### src/rtl/stream_threshold_if.sv
// Handshake bundle for stream_threshold.
// Pixel input stream plus thresholded output stream with position flags.
interface stream_threshold_if #(
  parameter int PW = 24
);
  logic          s_valid;
  logic          s_ready;
  logic [PW-1:0] s_data;
  logic          m_valid;
  logic          m_ready;
  logic [PW-1:0] m_data;
  logic          m_sof;
  logic          m_eol;
  logic          m_eof;

  modport master (
    output s_valid,
    output s_data,
    output m_ready,
    input  s_ready,
    input  m_valid,
    input  m_data,
    input  m_sof,
    input  m_eol,
    input  m_eof
  );

  modport slave (
    input  s_valid,
    input  s_data,
    input  m_ready,
    output s_ready,
    output m_valid,
    output m_data,
    output m_sof,
    output m_eol,
    output m_eof
  );
endinterface

### src/rtl/stream_threshold.sv
// Two-stage per-pixel threshold with frame-latched config.
// THRESHOLD_FGCOUNT_EN adds a per-frame foreground counter.
module stream_threshold #(
  parameter int DATA_W        = 8,
  parameter int CHANNELS      = 3,
  parameter int WIDTH         = 512,
  parameter int HEIGHT        = 768,
  parameter int THRESHOLD_DEF = 90
) (
  input  logic              clk,
  input  logic              rst_n,
  input  logic [DATA_W-1:0] cfg_thr,
  input  logic [1:0]        cfg_mode,
`ifdef THRESHOLD_FGCOUNT_EN
  output logic [$clog2(WIDTH*HEIGHT+1)-1:0] fg_count,
  output logic              fg_done,
`endif
  stream_threshold_if.slave bus
);
  localparam int SW = DATA_W + 2;
  localparam int XW = (WIDTH > 1) ? $clog2(WIDTH) : 1;
  localparam int YW = (HEIGHT > 1) ? $clog2(HEIGHT) : 1;
  localparam logic [DATA_W-1:0] MAX = '1;

  logic              adv;
  logic              acc;
  logic              first;
  logic              last_x;
  logic              last_y;
  logic [XW-1:0]     x;
  logic [YW-1:0]     y;
  logic [DATA_W-1:0] thr_q;
  logic [1:0]        mode_q;
  logic [SW-1:0]     sum;

  logic              v1;
  logic              sof1;
  logic              eol1;
  logic              eof1;
  logic [SW-1:0]     sum1;
  logic [DATA_W-1:0] thr1;
  logic [1:0]        mode1;

  logic [DATA_W-1:0] mean;
  logic [DATA_W-1:0] res;
  logic              fg;

  assign adv         = !bus.m_valid || bus.m_ready;
  assign bus.s_ready = adv;
  assign acc         = bus.s_valid && adv;
  assign first       = (x == '0) && (y == '0);
  assign last_x      = (x == XW'(WIDTH - 1));
  assign last_y      = (y == YW'(HEIGHT - 1));

  always_comb begin
    sum = '0;
    for (int c = 0; c < CHANNELS; c++)
      sum = sum + SW'(bus.s_data[c*DATA_W +: DATA_W]);
  end

  always_ff @(posedge clk or negedge rst_n) begin
    if (!rst_n) begin
      x <= '0;
      y <= '0;
    end else if (acc) begin
      if (last_x) begin
        x <= '0;
        y <= last_y ? '0 : y + YW'(1);
      end else begin
        x <= x + XW'(1);
      end
    end
  end

  always_ff @(posedge clk or negedge rst_n) begin
    if (!rst_n) begin
      thr_q  <= DATA_W'(THRESHOLD_DEF);
      mode_q <= '0;
    end else if (acc && first) begin
      thr_q  <= cfg_thr;
      mode_q <= cfg_mode;
    end
  end

  // The frame's first pixel bypasses the shadow so it sees the new config.
  always_ff @(posedge clk or negedge rst_n) begin
    if (!rst_n) begin
      v1    <= 1'b0;
      sof1  <= 1'b0;
      eol1  <= 1'b0;
      eof1  <= 1'b0;
      sum1  <= '0;
      thr1  <= '0;
      mode1 <= '0;
    end else if (adv) begin
      v1    <= bus.s_valid;
      sof1  <= first;
      eol1  <= last_x;
      eof1  <= last_x && last_y;
      sum1  <= sum;
      thr1  <= first ? cfg_thr : thr_q;
      mode1 <= first ? cfg_mode : mode_q;
    end
  end

  assign mean = DATA_W'(sum1 / SW'(CHANNELS));
  assign fg   = mean > thr1;

  always_comb begin
    res = '0;
    unique case (mode1)
      2'd0: res = fg ? MAX : '0;
      2'd1: res = fg ? '0 : MAX;
      2'd2: res = fg ? thr1 : mean;
      2'd3: res = fg ? mean : '0;
    endcase
  end

  always_ff @(posedge clk or negedge rst_n) begin
    if (!rst_n) begin
      bus.m_valid <= 1'b0;
      bus.m_data  <= '0;
      bus.m_sof   <= 1'b0;
      bus.m_eol   <= 1'b0;
      bus.m_eof   <= 1'b0;
    end else if (adv) begin
      bus.m_valid <= v1;
      bus.m_data  <= {CHANNELS{res}};
      bus.m_sof   <= v1 && sof1;
      bus.m_eol   <= v1 && eol1;
      bus.m_eof   <= v1 && eof1;
    end
  end

`ifdef THRESHOLD_FGCOUNT_EN
  localparam int CW = $clog2(WIDTH*HEIGHT+1);

  logic          fg2;
  logic          xfer;
  logic [CW-1:0] run;

  assign xfer = bus.m_valid && bus.m_ready;

  always_ff @(posedge clk or negedge rst_n) begin
    if (!rst_n)
      fg2 <= 1'b0;
    else if (adv)
      fg2 <= v1 && fg;
  end

  always_ff @(posedge clk or negedge rst_n) begin
    if (!rst_n) begin
      run      <= '0;
      fg_count <= '0;
      fg_done  <= 1'b0;
    end else begin
      fg_done <= xfer && bus.m_eof;
      if (xfer && bus.m_eof) begin
        fg_count <= run + CW'(fg2);
        run      <= '0;
      end else if (xfer && fg2) begin
        run <= run + CW'(1);
      end
    end
  end
`endif
endmodule

### src/flat_wrapper.sv
// flat-port wrapper written by rule: the top's interface ports become plain ports
module stream_threshold_flat 
#(
  parameter int DATA_W        = 8,
  parameter int CHANNELS      = 3,
  parameter int WIDTH         = 512,
  parameter int HEIGHT        = 768,
  parameter int THRESHOLD_DEF = 90
)
  (clk, rst_n, cfg_thr, cfg_mode, bus_s_valid, bus_s_data, bus_m_ready, bus_s_ready, bus_m_valid, bus_m_data, bus_m_sof, bus_m_eol, bus_m_eof);
  stream_threshold_if #(.PW((24))) bus_i ();
  input  logic clk;
  input  logic rst_n;
  input  logic [DATA_W-1:0] cfg_thr;
  input  logic [1:0] cfg_mode;
  input wire logic [$bits(bus_i.s_valid)-1:0] bus_s_valid;
  input wire logic [$bits(bus_i.s_data)-1:0] bus_s_data;
  input wire logic [$bits(bus_i.m_ready)-1:0] bus_m_ready;
  output wire logic [$bits(bus_i.s_ready)-1:0] bus_s_ready;
  output wire logic [$bits(bus_i.m_valid)-1:0] bus_m_valid;
  output wire logic [$bits(bus_i.m_data)-1:0] bus_m_data;
  output wire logic [$bits(bus_i.m_sof)-1:0] bus_m_sof;
  output wire logic [$bits(bus_i.m_eol)-1:0] bus_m_eol;
  output wire logic [$bits(bus_i.m_eof)-1:0] bus_m_eof;
  assign bus_i.s_valid = bus_s_valid;
  assign bus_i.s_data = bus_s_data;
  assign bus_i.m_ready = bus_m_ready;
  assign bus_s_ready = bus_i.s_ready;
  assign bus_m_valid = bus_i.m_valid;
  assign bus_m_data = bus_i.m_data;
  assign bus_m_sof = bus_i.m_sof;
  assign bus_m_eol = bus_i.m_eol;
  assign bus_m_eof = bus_i.m_eof;
  stream_threshold #(.DATA_W(DATA_W), .CHANNELS(CHANNELS), .WIDTH(WIDTH), .HEIGHT(HEIGHT), .THRESHOLD_DEF(THRESHOLD_DEF)) u_core (.clk(clk), .rst_n(rst_n), .cfg_thr(cfg_thr), .cfg_mode(cfg_mode), .bus(bus_i));
endmodule
### config.mk
export PLATFORM = sky130hd
export DESIGN_NAME = stream_threshold_flat
export DESIGN_NICKNAME = d
export VERILOG_FILES = /design/src/rtl/stream_threshold_if.sv /design/src/rtl/stream_threshold.sv /design/src/flat_wrapper.sv
export SDC_FILE = /design/constraint.sdc
export NUM_CORES = 1
export LEC_CHECK = 0
export ABC_CLOCK_PERIOD_IN_PS = 6100
export CAP_MARGIN = 5
export CORE_MARGIN = 4
export CORE_UTILIZATION = 55
export CTS_BUF_LIST = sky130_fd_sc_hd__clkbuf_16
export DETAILED_ROUTE_END_ITERATION = 8
export GPL_ROUTABILITY_DRIVEN = 0
export GPL_TIMING_DRIVEN = 0
export PLACE_DENSITY = 0.89
export SLEW_MARGIN = 30
export SYNTH_ARGS = -nofsm -noshare
export SYNTH_HDL_FRONTEND = slang
export SYNTH_SLANG_ARGS = --single-unit
export TNS_END_PERCENT = 30
### constraint.sdc
create_clock -name clk -period 6.1 [get_ports clk]
set_input_delay 0.915 -clock clk [delete_from_list [all_inputs] [get_ports clk]]
set_output_delay 0.915 -clock clk [all_outputs]
set_load 0.02 [all_outputs]
* Word-level counts from Yosys, hierarchy flattened
Cells that the tools add are included.
** Operators by class
- Add/subtract/negate cells :: 4
- Div/mod/pow operators :: 1
- Order comparisons :: 1
- Equal/unequal tests :: 5
- Mux-type cells :: 9
- Reduce and logical (&&, ||, !) cells :: 13
** Operator list (count)
- $mux W8 :: 5
- $pmux W8 S4 :: 1
- $add A10 B1 Y10 const B :: 1
- $add A10 B8 Y10 :: 1
- $div A10 B2 Y10 const B :: 1
- $eq A10 B10 Y1 const B :: 1
- $logic_not A10 Y1 :: 1
- $mux W10 :: 1
- $add A8 B8 Y9 :: 1
- $add A9 B1 Y9 const B :: 1
- $eq A9 B9 Y1 const B :: 1
- $logic_not A9 Y1 :: 1
- $mux W9 :: 1
- $gt A8 B8 Y1 :: 1
- $logic_and A1 B1 Y1 :: 7
- $eq A2 B2 Y1 const B :: 2
- $eq A2 B1 Y1 const B :: 1
- $logic_not A2 Y1 :: 1
- $mux W2 :: 1
- $reduce_and A2 Y1 :: 1
- $logic_not A1 Y1 :: 1
- $logic_or A1 B1 Y1 :: 1
** Storage, ports and cells
- Bits in registers :: 81
- Bits of input ports :: 38
- Output and inout bits :: 29
- Word-level logic and storage cells :: 49

* Depth between registers and ports, before layout
Gate-level depths: netlist (run 1).
- Depth in word-level cells :: 4
- Mapped depth :: 26
- Mapped depth without buffers :: 21

* Worst setup path after synthesis (run 1)
No wires, ideal clock.
- Path type :: register to register
- Start point :: register u_core.sum1[7]
- End point :: register u_core.bus.m_data[17]
- Setup time :: 0.077 ns
- Arrival time :: 4.888 ns
- Required time :: 6.023 ns
- Slack :: 1.134 ns
- Stages on the path, launching flop included :: 25
- Path buffers :: 4
- Period minus slack after synthesis :: 4.966 ns
- Cell sequence :: dfrtp_1 buf_2 nor4b_1 a32oi_1 a22oi_1 or2_1 buf_2 mux2_2 nand2_1 o21ai_0 ha_1 clkbuf_1 and2_1 a211oi_1 o2bb2ai_1 or3b_2 ha_1 inv_1 a21oi_1 o2111a_1 or3_1 a21o_1 clkbuf_1 a41o_1 a21oi_1
** Between the ends
- Cells in the longest elaborated chain, start to end :: 4
- Elaborated cells on any way between the ends :: 7
- Those cells by class :: div: 1; order compare: 1; mux: 5
** RTL lines
- start: declaration :: line stream_threshold.sv:40 : logic [SW-1:0] sum1;
- start signal: assignment :: line stream_threshold.sv:100 : sum1 <= sum;
- $div A10 B2 Y10 (*) :: line stream_threshold.sv:106 : assign mean = DATA_W'(sum1 / SW'(CHANNELS));
- $gt A8 B8 Y1 :: line stream_threshold.sv:107 : assign fg = mean > thr1;
- $mux W8 (on tied branches)
- $pmux W8 S4 (*) :: line stream_threshold.sv:111 : unique case (mode1)
- end signal: assignment :: line stream_threshold.sv:128 : bus.m_data <= {CHANNELS{res}};
- end: declaration :: line stream_threshold_if.sv:34 : output m_data,
Every way passes the cells marked *; elsewhere a longest branch is shown, timed or not.
A chain may end at the register's enable or synchronous reset.

* Worst setup path after layout (run 1)
- Start point :: register u_core.sum1[9]
- End point :: register u_core.bus.m_data[17]
Same word-level chain as after synthesis.

==> results.toml, run 1 <==
[floorplan]
core_area_um2 = 8220
ioPinCount = 67
die_h_um = 100
dieWidth_um = 100
design.die.area_um2 = 10000
start_util_pct = 56.6
row_count = 33

[grt]
track_usage_pct = 24.1
grt_max_degree = 36
grt_pass1_wl_um = 19700
antenna_found_initial = 0
grt.overflow.total = 0
grt_pass1_vias = 4329

[power_and_ir_drop]
p_int_mw = 1.58
p_seq_share_pct = 21.2
powerDensity_nw_per_um2 = 476
p_clk_share_pct = 19.4
cellLeakagePower_nw = 2.54
p_switching_mw = 1.19
fin_total_pwr_mw = 2.77
peakVddDrop_uv = 298
p_sw_share_pct = 42.9
combPwrFrac_pct = 59.4

[logic_synthesis]
synth_top_area_share_pct = 32.8
synth_warnings = 0
synthMuxAreaShare_pct = 5.73
synth_fa_ha_area_share_pct = 8.93
synth_cell_types = 65
synthTopCellsByArea = "dfrtp_1, ha_1, nand2_1, o21ai_0, a21oi_1"
synth.largest_area_cell = "dfrtp_1"
syn_inst = 542
ys_seq_elements = 65
synth_ff_type = "dfrtp_1"
avgSynthCellArea_um2 = 8.59
syn_area_um2 = 4650
synthSimpleGateAreaFrac_pct = 19.5
synth_top_family_by_area = "simple AND/OR/NAND/NOR gates"
syn_nets = 612
synthArstFlopShare_pct = 100
synth-xor-area-share_pct = 3.95
synth_edf_count = 0
synth-compound-area-share_pct = 19.4
yosysSeqAreaShare_pct = 35.1

[final_layout]
layout.cells.non_filler = 730
fin_util_pct = 70.7
num-fill-cells = 579
drive_gt1_share_pct = 11.4
fin_nets = 690
diodes = 0
stdcell_area_um2 = 5810
area_growth_pct = 24.8

[setup_path]
startpoint = "u_core.sum1[9]$_DFFE_PN0N_"
worstPathMaxFanout = 10
worst_r2r_startpoint = "u_core.sum1[9]$_DFFE_PN0N_"
required_ps = 6340
cp_slowest_cell = "or3b_2"
cp-end-kind = "flip-flop"
crit_top_cell = "clkbuf_1"
path_class = "flip-flop to flip-flop"
cp.arrival_ps = 6040
crit_family = "compound AO/OA/AOI/OAI gates"
worst-path-buf-inv = 6
start_kind = "flip-flop"
max_stage_delay_ps = 470

[sta]
skew_ps = 5.10
worstMarginPinSlew_ps = 757
rsz0062_at_grt = "false"
setup_viol = 0
fmax_mhz = 173
fin_crit_sh_pct = 95.0
relSlewSlack_pct = 49.5
final.setup.worst_slack_ps = 303
timing.hold.ws_ps = 469
tns_ps = 0
slew_viol_final = 0
min_period_ps = 5800
hold_violations = 0

[cts]
cts_made_buffers = 9
clk_pin_slew_worst_paths_ps = 50
cts-root-buf = "clkbuf_16"
htreeDepth = 3
clock_path_buffers = 2
cts.sinks = 65
clock_latency_ps = 330
tritoncts = "yes"

[min_path]
min_path_type = "flip-flop to flip-flop"
worstHoldStart = "u_core.bus.m_eol$_DFFE_PN0N_"

[drt]
drt_first_pass_iters = 6
ant_nets = 0
drtIter0Drc = 369
viasPerCell = 5.98
num_vias = 4369
totalWireLength_um = 11700
routedWlPerCell_um = 16.1
drc_errors = 0

[placed_design]
numPortBuffers = 66
placed_area_um2 = 5460
pre_cts_slack_ps = 313
dp_cells = 714
hpwl_um = 8700

[status]
status = "completed"

[run]
maxCapViolations = 0
[synth_stat cells (all sizes together), types with 3 or more instances]
| cell type | n |
|---|---|
| nand2 | 75 |
| dfrtp | 61 |
| o21ai | 42 |
| nor2 | 35 |
| a21oi | 33 |
| ha | 30 |
| buf | 29 |
| inv | 28 |
| nand3 | 19 |
| clkbuf | 15 |
| xnor2 | 15 |
| mux2 | 13 |
| nor3 | 13 |
| mux2i | 12 |
| a21o | 11 |
| nand2b | 8 |
| and3 | 7 |
| nor2b | 7 |
| a41oi | 6 |
| o21bai | 6 |
| xor2 | 6 |
| a32oi | 4 |
| dfstp | 4 |
| a22o | 3 |
| nand4 | 3 |
| nor3b | 3 |
| nor4 | 3 |
| o22ai | 3 |
| o31ai | 3 |
| or2 | 3 |
| or3 | 3 |
[flip-flops by register name (all words and copies together), names as in the netlist]
name,count
u_core.bus.m_data,8
u_core.y,10
u_core.sum1,10
u_core.mode_q,2
u_core.sof1,1
u_core.v1,1
u_core.thr_q,8
u_core.x,9
u_core.eof1,1
u_core.thr1,8
u_core.bus.m_sof,1
u_core.mode1,2
u_core.eol1,1
u_core.bus.m_valid,1
u_core.bus.m_eof,1
u_core.bus.m_eol,1
[final cells by class]
type / count / area [µm²] / area share, %
multi-input cells: 405 / 2710 / 46.7
flip-flops and latches: 65 / 1630 / 28.1
repair buffers: 67 / 678 / 11.7
plain buffers: 44 / 239 / 4.12
clock buffers: 9 / 225 / 3.88
well taps: 105 / 131 / 2.26
inverters: 28 / 105 / 1.81
clock inverters: 7 / 86.3 / 1.49
[power by group through the flow]
stage	logic (mW)	registers, mW	clock network [mW]
floorplan	1.09	0.605	0
global placement	1.48	0.586	0
detailed placement	1.56	0.592	0
CTS	1.58	0.586	0.543
global route	1.79	0.601	0.565
finish	1.64	0.587	0.537
[cell families after synthesis]
| family | after synthesis |
|---|---|
| simple gates | 190 |
| compound gates | 137 |
| buf+inv | 72 |
| flops | 65 |
| fa+ha+maj | 32 |
| mux | 25 |
| xor+xnor | 21 |
[path summary, 6_finish.rpt]
| kind | to | slack, ps | cells past startpoint |
|---|---|---|---|
| worst max-delay path | u_core.bus.m_data[17]$_DFFE_PN0N_ | 300 | 25 |
| worst min-delay path | u_core.bus.m_eol$_DFFE_PN0N_ | 470 | 2 |
| worst max register to register | u_core.bus.m_data[17]$_DFFE_PN0N_ | 300 | 25 |
| worst min register to register | u_core.bus.m_eol$_DFFE_PN0N_ | 470 | 2 |
| max in group asynchronous | u_core.thr_q[4]$_DFFE_PN1P_ | 5000 | 2 |
| min in group asynchronous | u_core.y[8]$_DFFE_PN0P_ | 520 | 1 |
[layout by cell type, fill, tap and decap left out, drive strengths merged, types with 7 or more instances in the layout]
cell / netlist / routed
clkdlybuf4s50: 0 / 65
xnor2: 15 / 15
nor2b: 7 / 7
mux2: 13 / 13
o21ai: 42 / 42
a21oi: 33 / 33
clkbuf: 15 / 25
and3: 7 / 7
nand3: 19 / 19
nand2b: 8 / 8
ha: 30 / 30
nor2: 35 / 35
a21o: 11 / 11
dfrtp: 61 / 61
nor3: 13 / 13
buf: 29 / 30
inv: 28 / 29
mux2i: 12 / 12
nand2: 75 / 75
[worst reg2reg max path: stages (launching register included)]
cell       delay [ps]
dfrtp_1           350
buf_2             180
nor2b_1           140
clkbuf_1          190
a311oi_1          460
o2bb2ai_2         210
or2_1             140
buf_2             210
mux2_2            360
nand2_1            60
o21ai_0            80
ha_1              200
clkbuf_1          220
and2_1            210
a211oi_1          250
o2bb2ai_1         140
or3b_2            470
ha_1              190
inv_1              50
a21oi_1            50
o2111a_1          260
or3_1             400
a21o_1            180
clkbuf_1          240
a41o_1            310
a21oi_1           140
[routing by layer]
layer  track usage [%]  up-vias  wire, µm
li1                  -     2066         -
met1              29.3     2074      4550
met2              42.3      188      6090
met3              5.07       41       786
met4              8.60        0       327
met5                 0        -         0
[repair_timing]
item / in CTS / in global routing
endpoints found under the setup margin: 0 / 5
setup buffers: 0 / 0
resized for setup: 0 / 6
hold buffers: 0 / 0
(Power assumes the default switching activity.)
==> run 2, diff against run 1 <==
CTS_CLUSTER_DIAMETER = 150   (was unset)
==> results of run 2 <==
Final layout, timing and power as in run 1 (identical DEF).
